**src/rtl/target_net_sequencer.sv**
```systemverilog
// Drives one target_net inference: streams three weight layers and the state vector from the
// parameter RAM, then collects the Q-values. Optional argmax logic: `TARGET_SEQ_ARGMAX_EN.
module target_net_sequencer #(
  parameter int DATA_WIDTH                    = 32,
  parameter int LAYER_WIDTH                   = 2,
  parameter int ADDR_WIDTH                    = 12,
  parameter int NUMBER_OF_INPUT_NODE          = 2,
  parameter int NUMBER_OF_HIDDEN_NODE_LAYER_1 = 32,
  parameter int NUMBER_OF_HIDDEN_NODE_LAYER_2 = 32,
  parameter int NUMBER_OF_OUTPUT_NODE         = 3
) (
  input  logic                   clk,
  input  logic                   rst_n,
  input  logic                   i_start,
  input  logic                   i_data_only,
  output logic                   o_mem_en,
  output logic [LAYER_WIDTH-1:0] o_mem_sel,
  output logic [ADDR_WIDTH-1:0]  o_mem_addr,
  input  logic [DATA_WIDTH-1:0]  i_mem_data,
  output logic                   o_weight_valid,
  output logic [LAYER_WIDTH-1:0] o_weight_layer,
  output logic [DATA_WIDTH-1:0]  o_weight,
  output logic                   o_data_valid,
  output logic [DATA_WIDTH-1:0]  o_data,
  input  logic                   i_net_valid,
  input  logic [DATA_WIDTH-1:0]  i_net_data,
  output logic                   o_busy,
  output logic                   o_done,
  output logic [((NUMBER_OF_OUTPUT_NODE > 1) ? $clog2(NUMBER_OF_OUTPUT_NODE) : 1)-1:0] o_action
);

  localparam int ACT_W = (NUMBER_OF_OUTPUT_NODE > 1) ? $clog2(NUMBER_OF_OUTPUT_NODE) : 1;
  localparam int CNT_W = $clog2(NUMBER_OF_OUTPUT_NODE + 1);

  localparam int unsigned W1_N = NUMBER_OF_HIDDEN_NODE_LAYER_1 * (NUMBER_OF_INPUT_NODE + 1);
  localparam int unsigned W2_N = NUMBER_OF_HIDDEN_NODE_LAYER_2 * (NUMBER_OF_HIDDEN_NODE_LAYER_1 + 1);
  localparam int unsigned W3_N = NUMBER_OF_OUTPUT_NODE * (NUMBER_OF_HIDDEN_NODE_LAYER_2 + 1);
  localparam int unsigned D_N  = NUMBER_OF_INPUT_NODE;

  localparam logic [ADDR_WIDTH-1:0] W1_LAST  = ADDR_WIDTH'(W1_N - 1);
  localparam logic [ADDR_WIDTH-1:0] W2_LAST  = ADDR_WIDTH'(W2_N - 1);
  localparam logic [ADDR_WIDTH-1:0] W3_LAST  = ADDR_WIDTH'(W3_N - 1);
  localparam logic [ADDR_WIDTH-1:0] D_LAST   = ADDR_WIDTH'(D_N - 1);
  localparam logic [CNT_W-1:0]      OUT_LAST = CNT_W'(NUMBER_OF_OUTPUT_NODE - 1);

  localparam logic [LAYER_WIDTH-1:0] SEL_IN = LAYER_WIDTH'(0);
  localparam logic [LAYER_WIDTH-1:0] SEL_H1 = LAYER_WIDTH'(1);
  localparam logic [LAYER_WIDTH-1:0] SEL_H2 = LAYER_WIDTH'(2);
  localparam logic [LAYER_WIDTH-1:0] SEL_OU = LAYER_WIDTH'(3);

  typedef enum logic [2:0] {
    S_IDLE, S_W1, S_W2, S_W3, S_GAP, S_DATA, S_WAIT_OUT, S_FINISH
  } state_t;

  state_t                  r_state, w_state_nxt;
  state_t                  r_resume, w_resume_nxt;
  logic [ADDR_WIDTH-1:0]   r_addr;
  logic [CNT_W-1:0]        r_cnt;
  logic                    w_mem_en;
  logic [LAYER_WIDTH-1:0]  w_mem_sel;
  logic                    w_net_take;

  logic                    r_v1, r_v2, r_isw1, r_isw2;
  logic [LAYER_WIDTH-1:0]  r_tag1, r_tag2;
  logic [DATA_WIDTH-1:0]   r_word;

  // Net results are only accepted once the state-vector words have fully drained.
  assign w_net_take = (r_state == S_WAIT_OUT) && i_net_valid && !r_v1 && !r_v2;

  always_comb begin
    w_state_nxt  = r_state;
    w_resume_nxt = r_resume;
    w_mem_en     = 1'b0;
    w_mem_sel    = '0;
    case (r_state)
      S_IDLE: begin
        if (i_start) w_state_nxt = i_data_only ? S_DATA : S_W1;
      end
      S_W1: begin
        w_mem_en  = 1'b1;
        w_mem_sel = SEL_H1;
        if (r_addr == W1_LAST) begin
          w_state_nxt  = S_GAP;
          w_resume_nxt = S_W2;
        end
      end
      S_W2: begin
        w_mem_en  = 1'b1;
        w_mem_sel = SEL_H2;
        if (r_addr == W2_LAST) begin
          w_state_nxt  = S_GAP;
          w_resume_nxt = S_W3;
        end
      end
      S_W3: begin
        w_mem_en  = 1'b1;
        w_mem_sel = SEL_OU;
        if (r_addr == W3_LAST) begin
          w_state_nxt  = S_GAP;
          w_resume_nxt = S_DATA;
        end
      end
      S_GAP:  w_state_nxt = r_resume;
      S_DATA: begin
        w_mem_en  = 1'b1;
        w_mem_sel = SEL_IN;
        if (r_addr == D_LAST) w_state_nxt = S_WAIT_OUT;
      end
      S_WAIT_OUT: begin
        if (w_net_take && (r_cnt == OUT_LAST)) w_state_nxt = S_FINISH;
      end
      S_FINISH: w_state_nxt = S_IDLE;
      default:  w_state_nxt = S_IDLE;
    endcase
  end

  always_ff @(posedge clk or negedge rst_n) begin
    if (!rst_n) begin
      r_state  <= S_IDLE;
      r_resume <= S_IDLE;
      r_addr   <= '0;
      r_cnt    <= '0;
      r_v1     <= 1'b0;
      r_v2     <= 1'b0;
      r_isw1   <= 1'b0;
      r_isw2   <= 1'b0;
      r_tag1   <= '0;
      r_tag2   <= '0;
      r_word   <= '0;
    end else begin
      r_state  <= w_state_nxt;
      r_resume <= w_resume_nxt;
      r_addr   <= (w_mem_en && (w_state_nxt == r_state)) ? r_addr + ADDR_WIDTH'(1) : '0;
      if (r_state == S_IDLE)  r_cnt <= '0;
      else if (w_net_take)    r_cnt <= r_cnt + CNT_W'(1);
      r_v1     <= w_mem_en;
      r_isw1   <= w_mem_en && (r_state != S_DATA);
      r_tag1   <= w_mem_sel;
      r_v2     <= r_v1;
      r_isw2   <= r_isw1;
      r_tag2   <= r_tag1;
      r_word   <= r_v1 ? i_mem_data : '0;
    end
  end

  assign o_mem_en       = w_mem_en;
  assign o_mem_sel      = w_mem_sel;
  assign o_mem_addr     = r_addr;
  assign o_weight_valid = r_v2 && r_isw2;
  assign o_weight_layer = o_weight_valid ? r_tag2 : '0;
  assign o_weight       = o_weight_valid ? r_word : '0;
  assign o_data_valid   = r_v2 && !r_isw2;
  assign o_data         = o_data_valid ? r_word : '0;
  assign o_busy         = (r_state != S_IDLE);
  assign o_done         = (r_state == S_FINISH);

`ifdef TARGET_SEQ_ARGMAX_EN
  logic [DATA_WIDTH-1:0] w_key, r_max_key;
  logic                  w_better;
  logic [ACT_W-1:0]      w_best_idx, r_max_idx, r_action;

  // Sign-magnitude float mapped to an unsigned-ordered key (+0 ranks above -0).
  assign w_key      = i_net_data[DATA_WIDTH-1] ? ~i_net_data : {1'b1, i_net_data[DATA_WIDTH-2:0]};
  assign w_better   = (r_cnt == '0) || (w_key > r_max_key);
  assign w_best_idx = w_better ? ACT_W'(r_cnt) : r_max_idx;

  always_ff @(posedge clk or negedge rst_n) begin
    if (!rst_n) begin
      r_max_key <= '0;
      r_max_idx <= '0;
      r_action  <= '0;
    end else if (w_net_take) begin
      if (w_better) begin
        r_max_key <= w_key;
        r_max_idx <= ACT_W'(r_cnt);
      end
      if (r_cnt == OUT_LAST) r_action <= w_best_idx;
    end
  end

  assign o_action = r_action;
`else
  logic w_unused_net;
  assign w_unused_net = ^i_net_data;
  assign o_action     = '0;
`endif

endmodule
```
**config.mk**
```make
export PLATFORM = sky130hd
export DESIGN_NAME = target_net_sequencer
export DESIGN_NICKNAME = d
export VERILOG_FILES = /design/src/rtl/target_net_sequencer.sv
export SDC_FILE = /design/constraint.sdc
export NUM_CORES = 1
export LEC_CHECK = 0
export CORE_MARGIN = 5
export CORE_UTILIZATION = 43
export CTS_CLUSTER_SIZE = 10
export DETAILED_ROUTE_END_ITERATION = 10
export GPL_TIMING_DRIVEN = 0
export PLACE_DENSITY = 0.89
export SYNTH_ARGS = -nofsm -noshare
export SYNTH_HDL_FRONTEND = slang
export SYNTH_SLANG_ARGS = --single-unit
```
**constraint.sdc**
```tcl
create_clock -name clk -period 3.1 [get_ports clk]
set_input_delay 0.465 -clock clk [delete_from_list [all_inputs] [get_ports clk]]
set_output_delay 0.465 -clock clk [all_outputs]
set_load 0.005 [all_outputs]
```
# Yosys cells after proc, flatten, opt, wreduce, memory -nomap -nowiden
# Index checks and enable logic that the tools add are counted.
[totals]
in_bits = 69
ff_bits = 60
word_cells = 68
output_inout_bits = 87
[classes]
n_eq_ne = 17
n_addsub = 2
muxes = 21
reduce_logical = 17
[ops]
columns = ["op", "n"]
rows = [
  ["32-bit two-way mux", 3],
  ["3-bit two-way mux", 10],
  ["12-bit by 7-bit == test with 1-bit output, second input constant", 2],
  ["3-bit case mux with 8 select lines", 1],
  ["12-bit by 1-bit adder with 12-bit output, second input constant", 1],
  ["12-bit by 1-bit == test with 1-bit output, second input constant", 1],
  ["12-bit by 11-bit == test with 1-bit output, second input constant", 1],
  ["3-bit == test, second input constant", 4],
  ["12-bit two-way mux", 1],
  ["3-bit case mux with 3 select lines", 1],
  ["1-bit logical AND", 8],
  ["3-bit by 2-bit == test with 1-bit output, second input constant", 2],
  ["2-bit two-way mux", 3],
  ["2-bit inequality test, second input constant", 3],
  ["2-bit case mux with 3 select lines", 1],
  ["3-bit nonzero test", 2],
  ["4-bit AND reduction", 1],
  ["4-bit OR reduction", 1],
  ["3-bit by 1-bit == test with 1-bit output, second input constant", 1],
  ["3-bit == test", 1],
  ["1-bit logical NOT", 3],
  ["3-bit logical NOT", 1],
  ["3-bit inequality test, second input constant", 1],
  ["2-bit by 1-bit adder with 2-bit output, second input constant", 1],
  ["3 further kinds", 3],
]

# Depth between registers and ports, before layout
[depth]
word_depth = 10
ltp_mapped = 8
mapped_depth_nobuf = 7

# Worst setup path before layout
# Ideal clock, no wire load.
[synth_path]
path_type = "register -> register"
from = "register r_addr[9], in the netlist o_mem_addr[9]"
to = "register r_addr[6], in the netlist o_mem_addr[6]"
required_time_ns = 2.967
period_less_slack_ns = 1.953
setup_ns = 0.133
arrival_time_ns = 1.820
path_slack_ns = 1.147
path_buffers = 2
path_stages_with_launch = 8
path_cell_list = "dfrtp_1 > or4_1 > buf_2 > nor4_4 > o21ai_2 > a21oi_2 > buf_6 > nor4_1"
[synth_via]
elab_chain_len = 6
word_cells_on_any_way = 12
classes_between = "eq/ne: 5; mux: 6; reduce/logical: 1"
[synth_rtl]
columns = ["item", "line", "text"]
rows = [
  ["start, declared", "57", "logic [ADDR_WIDTH-1:0] r_addr;"],
  ["start signal, assigned", "133", "r_addr <= (w_mem_en && (w_state_nxt == r_state)) ? r_addr + ADDR_WIDTH'(1) : '0;"],
  ["12-bit by 1-bit == test with 1-bit output, or another cell as far along", "107", "if (r_addr == D_LAST) w_state_nxt = S_WAIT_OUT;"],
  ["3-bit two-way mux, on equally long branches", "--", ""],
  ["3-bit case mux with 8 select lines *", "75", "case (r_state)"],
  ["3-bit == test *", "133", ""],
  ["1-bit logical AND *", "133", ""],
  ["12-bit two-way mux *", "133", ""],
]
# Mark *: on every way between the ends. The rest lies on a longest branch, timed or not.
# A chain may end at the register's enable or synchronous reset.

# Worst setup path after layout
[layout_path]
from = "register r_v2"
to = "output port o_data[3]"
[layout_via]
elab_chain_len = 2
[layout_rtl]
columns = ["item", "line", "text"]
rows = [
  ["start, declared", "63", "logic r_v1, r_v2, r_isw1, r_isw2;"],
  ["start signal, assigned", "139", "r_v2 <= r_v1;"],
  ["1-bit logical AND", "152", "assign o_data_valid = r_v2 && !r_isw2;"],
  ["32-bit two-way mux", "153", "assign o_data = o_data_valid ? r_word : '0;"],
  ["end, declared", "24", "output logic [DATA_WIDTH-1:0] o_data,"],
]
# No other way between the ends.

==> impl.org <==
** Outcome
- Result of the run :: finished clean

** Worst setup path
- Depth of the worst register-to-register path :: 5
- Launching element type of the critical path :: flip-flop
- Critical register-to-register path startpoint :: o_mem_addr[2]$_DFF_PN0_
- Data on the critical path arrives at its endpoint at 2310 ps.
- The worst register-to-register path ends at o_mem_addr[6]$_DFF_PN0_.
- Worst Path Required :: 2630 ps
- The critical path is of the flip-flop to output port type.
- Highest net fanout along the worst path :: 10
- Critical Path Sink Type :: output port
- Setup slack on the worst reg-to-reg path comes out at 940 ps.

** Synth
- Most used DFF post-synth :: sky130_fd_sc_hd__dfrtp_1
- For this run, asynchronously set or reset flops after synthesis account for 100.0%.
- Synthesis handed over a netlist of 299 instances.
- After synthesis, the largest area contributor takes up 50.96% of total cell area.
- Netlist area before placement :: 0.002947 sq mm
- XOR/XNOR share of the synthesized area :: 2.972%
- Number of flops mapped to enable cells by yosys :: 0
- Synthesis inferred 60 register bits.
- Library cell with the largest summed area after synthesis :: sky130_fd_sc_hd__dfrtp_1
- Synth cell types :: 43
- Fraction of synthesized area in multiplexers :: 0.3397%
- For this run, the number of Yosys warnings is 0.
- Sequential cell area fraction in the yosys report :: 50.96%
- After Yosys synthesis, full adders, half adders and majority gates account for 1.699% of the synthesized area.
- Largest cells by area after synthesis :: sky130_fd_sc_hd__dfrtp_1, sky130_fd_sc_hd__and2_1, sky130_fd_sc_hd__and3_1
- Combinational family with the most area after synthesis :: simple AND/OR/NAND/NOR gates
- The synthesized netlist devotes 6.285% of its cell area to compound gates.
- In this run the mean area of a mapped cell was 9.855 sq um.
- Simple-gate share of the synthesized area :: 33.16%

** GRT
- The total overflow left after global routing is 0.
- Initial antenna violation count :: 0
- The number of global-route vias before repair was 2640.
- Largest net degree at the start of global routing :: 32
- The first global-routing pass estimated 13150 um of wire.
- Global routing used 19.23% of the available tracks.

** Final layout
- For this run, the post-layout net count is 506.
- Most used cells in the layout excluding fill and tap cells :: sky130_fd_sc_hd__clkdlybuf4s50_1, sky130_fd_sc_hd__and2_1, sky130_fd_sc_hd__dfrtp_1, sky130_fd_sc_hd__and3_1, sky130_fd_sc_hd__nor2_1
- Area used by multi-input combinational logic :: 0.001320 sq mm
- Inserted Diodes :: 0
- Number of fill cells :: 535
- Most common library cell in the layout ignoring fill and taps :: sky130_fd_sc_hd__clkdlybuf4s50_1
- Synthesis-to-layout area growth :: 51.97%
- Cells fill 66.65% of the core in the end.
- Registers take 0.001501 sq mm.
- The post-route netlist has 6.849% of its cells at a drive strength greater than 1.

** Routing
- Detailed Route Iter0 Violations :: 108
- Average via count per standard cell :: 5.102
- For this block, the routed nets add up to 7938 um of wire.
- Count of nets left with antenna violations after detail routing :: 0
- Number of vias after detailed routing :: 2643
- Wire length per cell after detailed routing :: 15.32 um
- Detailed-route DRC error count :: 0
- First-pass detailed-route iteration total :: 4

** Clock network
- Clock-pin slew of the registers on the worst-case setup and hold paths :: 70 ps
- TritonCTS created 9 clock buffers.
- H-tree levels :: 3
- Clk sink count :: 60
- Buffers inserted to repair hold after CTS numbered 0.
- For the worst-skew pair, the clock arrives at the later sink with an insertion delay of 330 ps.
- In this run the deepest clock path goes through 2 buffers.
- Clock tree from TritonCTS :: done
- Clock root buffer :: sky130_fd_sc_hd__clkbuf_8

** Place
- Routability congestion estimate from global placement :: 0.8989
- DPL Wire Length :: 6086 um
- Input and output buffers added on the ports amount to 121.

** Hold path
- In this run the worst hold path is classified as input port to async pin.

** STA
- Worst hold slack :: 188.1 ps
- Slew HR :: 51.09%
- Maximum clock frequency :: 360.6 MHz
- RSZ-0062 raised after global routing :: false
- Between clock sinks in the finished design, the worst skew comes to 6.545 ps.
- Post-layout minimum cycle time :: 2773 ps
- Setup violations remaining at the end of the flow were counted as 0.
- Transition time at the pin with the least slew margin :: 733.6 ps
- Final Hold Violating Endpoints :: 0
- Dividing the final minimum period by the clock period gives 89.46%.
- The max-slew violation total from the final report came to 0.

** Floorplanning
- Once the floorplan was initialized, standard cells occupied 43.85% of the core.
- The die is 92.78 um wide.
- The die covers 0.008608 sq mm.
- From bottom edge to top edge, the die measures 92.78 um.
- IO Pins :: 156
- Std cell rows :: 30
- The core region is 0.006719 sq mm.

** Pwr
- PD cells :: 369.6 mW/mm^2
- Overall power after layout :: 0.001655 W
- The worst-case IR drop observed on VDD is 0.2842 mV.
- Static leakage power :: 1.891 nW

** Job
- The tool flagged a number of max-cap violations equal to 0.
how the worst max path moves through the flow:
stage / start / end / slack, ps
5_1_grt: r_v2$_DFF_PN0_ / o_data[11] / 70
2_1_floorplan: o_mem_addr[9]$_DFF_PN0_ / o_mem_addr[6]$_DFF_PN0_ / 1150
6_report: r_v2$_DFF_PN0_ / o_data[3] / 330
4_1_cts: r_v2$_DFF_PN0_ / o_data[3] / 200
3_3_place_gp: rst_n / r_word[16]$_DFF_PN0_ / -250
3_5_place_dp: r_v2$_DFF_PN0_ / o_data[3] / 570
layer usage:
layer  track usage (%)  routed length (um)  vias up
met1             24.23                3427     1256
met4             6.593                 114        0
met3             4.062                 487        9
met2             32.69                3908      104
met5                 0                   0        -
li1                  -                   -     1274
critical path, stage by stage (launching register included):
cell,delay [ps]
sky130_fd_sc_hd__dfrtp_1,330
sky130_fd_sc_hd__clkbuf_1,310
sky130_fd_sc_hd__nor2b_2,320
sky130_fd_sc_hd__clkbuf_1,320
sky130_fd_sc_hd__and2_1,180
sky130_fd_sc_hd__clkdlybuf4s50_1,520
stage by stage:
stage	std cells	worst slack, ps	TNS [ps]	cell area (sq um)
6_report	518	326.7	0	4478
4_1_cts	518	195.8	0	4476
3_3_place_gp	501	-246.8	-14640	4262
3_5_place_dp	502	569.1	0	4277
5_1_grt	518	68.39	0	4478
2_1_floorplan	300	1147	0	2950
kinds of logic after synthesis:
logic type                 count (synthesis)
AOI/OAI and AO/OA                         29
muxes                                      1
and+or+nand+nor                          164
DFF                                       60
xor gates and xnor gates                  10
buffers and inverters                     30
other                                      1
adders and majority gates                  4
state kept, by name, indices dropped and copies added, names as in the netlist:
signal / cells
o_mem_addr: 12
r_cnt: 2
r_isw1: 1
r_isw2: 1
r_resume: 3
r_state: 3
r_tag1: 2
r_tag2: 2
r_v1: 1
r_v2: 1
r_word: 32
cell type report:
| type | count | share of cell area [%] |
|---|---|---|
| inverters | 9 | 0.7544 |
| repair buffers | 122 | 27.38 |
| well taps | 80 | 2.235 |
| flip-flops and latches | 60 | 33.53 |
| plain buffers | 21 | 2.179 |
| clock buffers | 9 | 2.766 |
| clock inverters | 7 | 1.676 |
| multi-input cells | 210 | 29.48 |
Yosys cell counts, types with 2 or more instances:
cell type	n
sky130_fd_sc_hd__nor3_1	6
sky130_fd_sc_hd__clkbuf_1	15
sky130_fd_sc_hd__buf_2	3
sky130_fd_sc_hd__or3_1	2
sky130_fd_sc_hd__dfrtp_1	60
sky130_fd_sc_hd__and3_1	37
sky130_fd_sc_hd__nor2_1	17
sky130_fd_sc_hd__a21oi_1	10
sky130_fd_sc_hd__xor2_1	5
sky130_fd_sc_hd__o21a_1	2
sky130_fd_sc_hd__nor4_1	7
sky130_fd_sc_hd__inv_1	8
sky130_fd_sc_hd__and2_1	67
sky130_fd_sc_hd__ha_1	4
sky130_fd_sc_hd__nand3_1	7
sky130_fd_sc_hd__nand2_1	9
sky130_fd_sc_hd__and4_1	3
sky130_fd_sc_hd__buf_4	2
sky130_fd_sc_hd__xnor2_1	5
sky130_fd_sc_hd__o21ai_0	7
report_power, final:
part           switching (W)  internal [W]
combinational      0.0000423     0.0000996
sequential        0.00000876      0.000804
clock               0.000325      0.000376
total               0.000376       0.00128
repair_timing:
item	in CTS	in global routing
resized for setup	0	1
endpoints found under the setup margin	0	8
buffers inserted	0	0
Note: power is estimated with default switching activity, not from simulation.
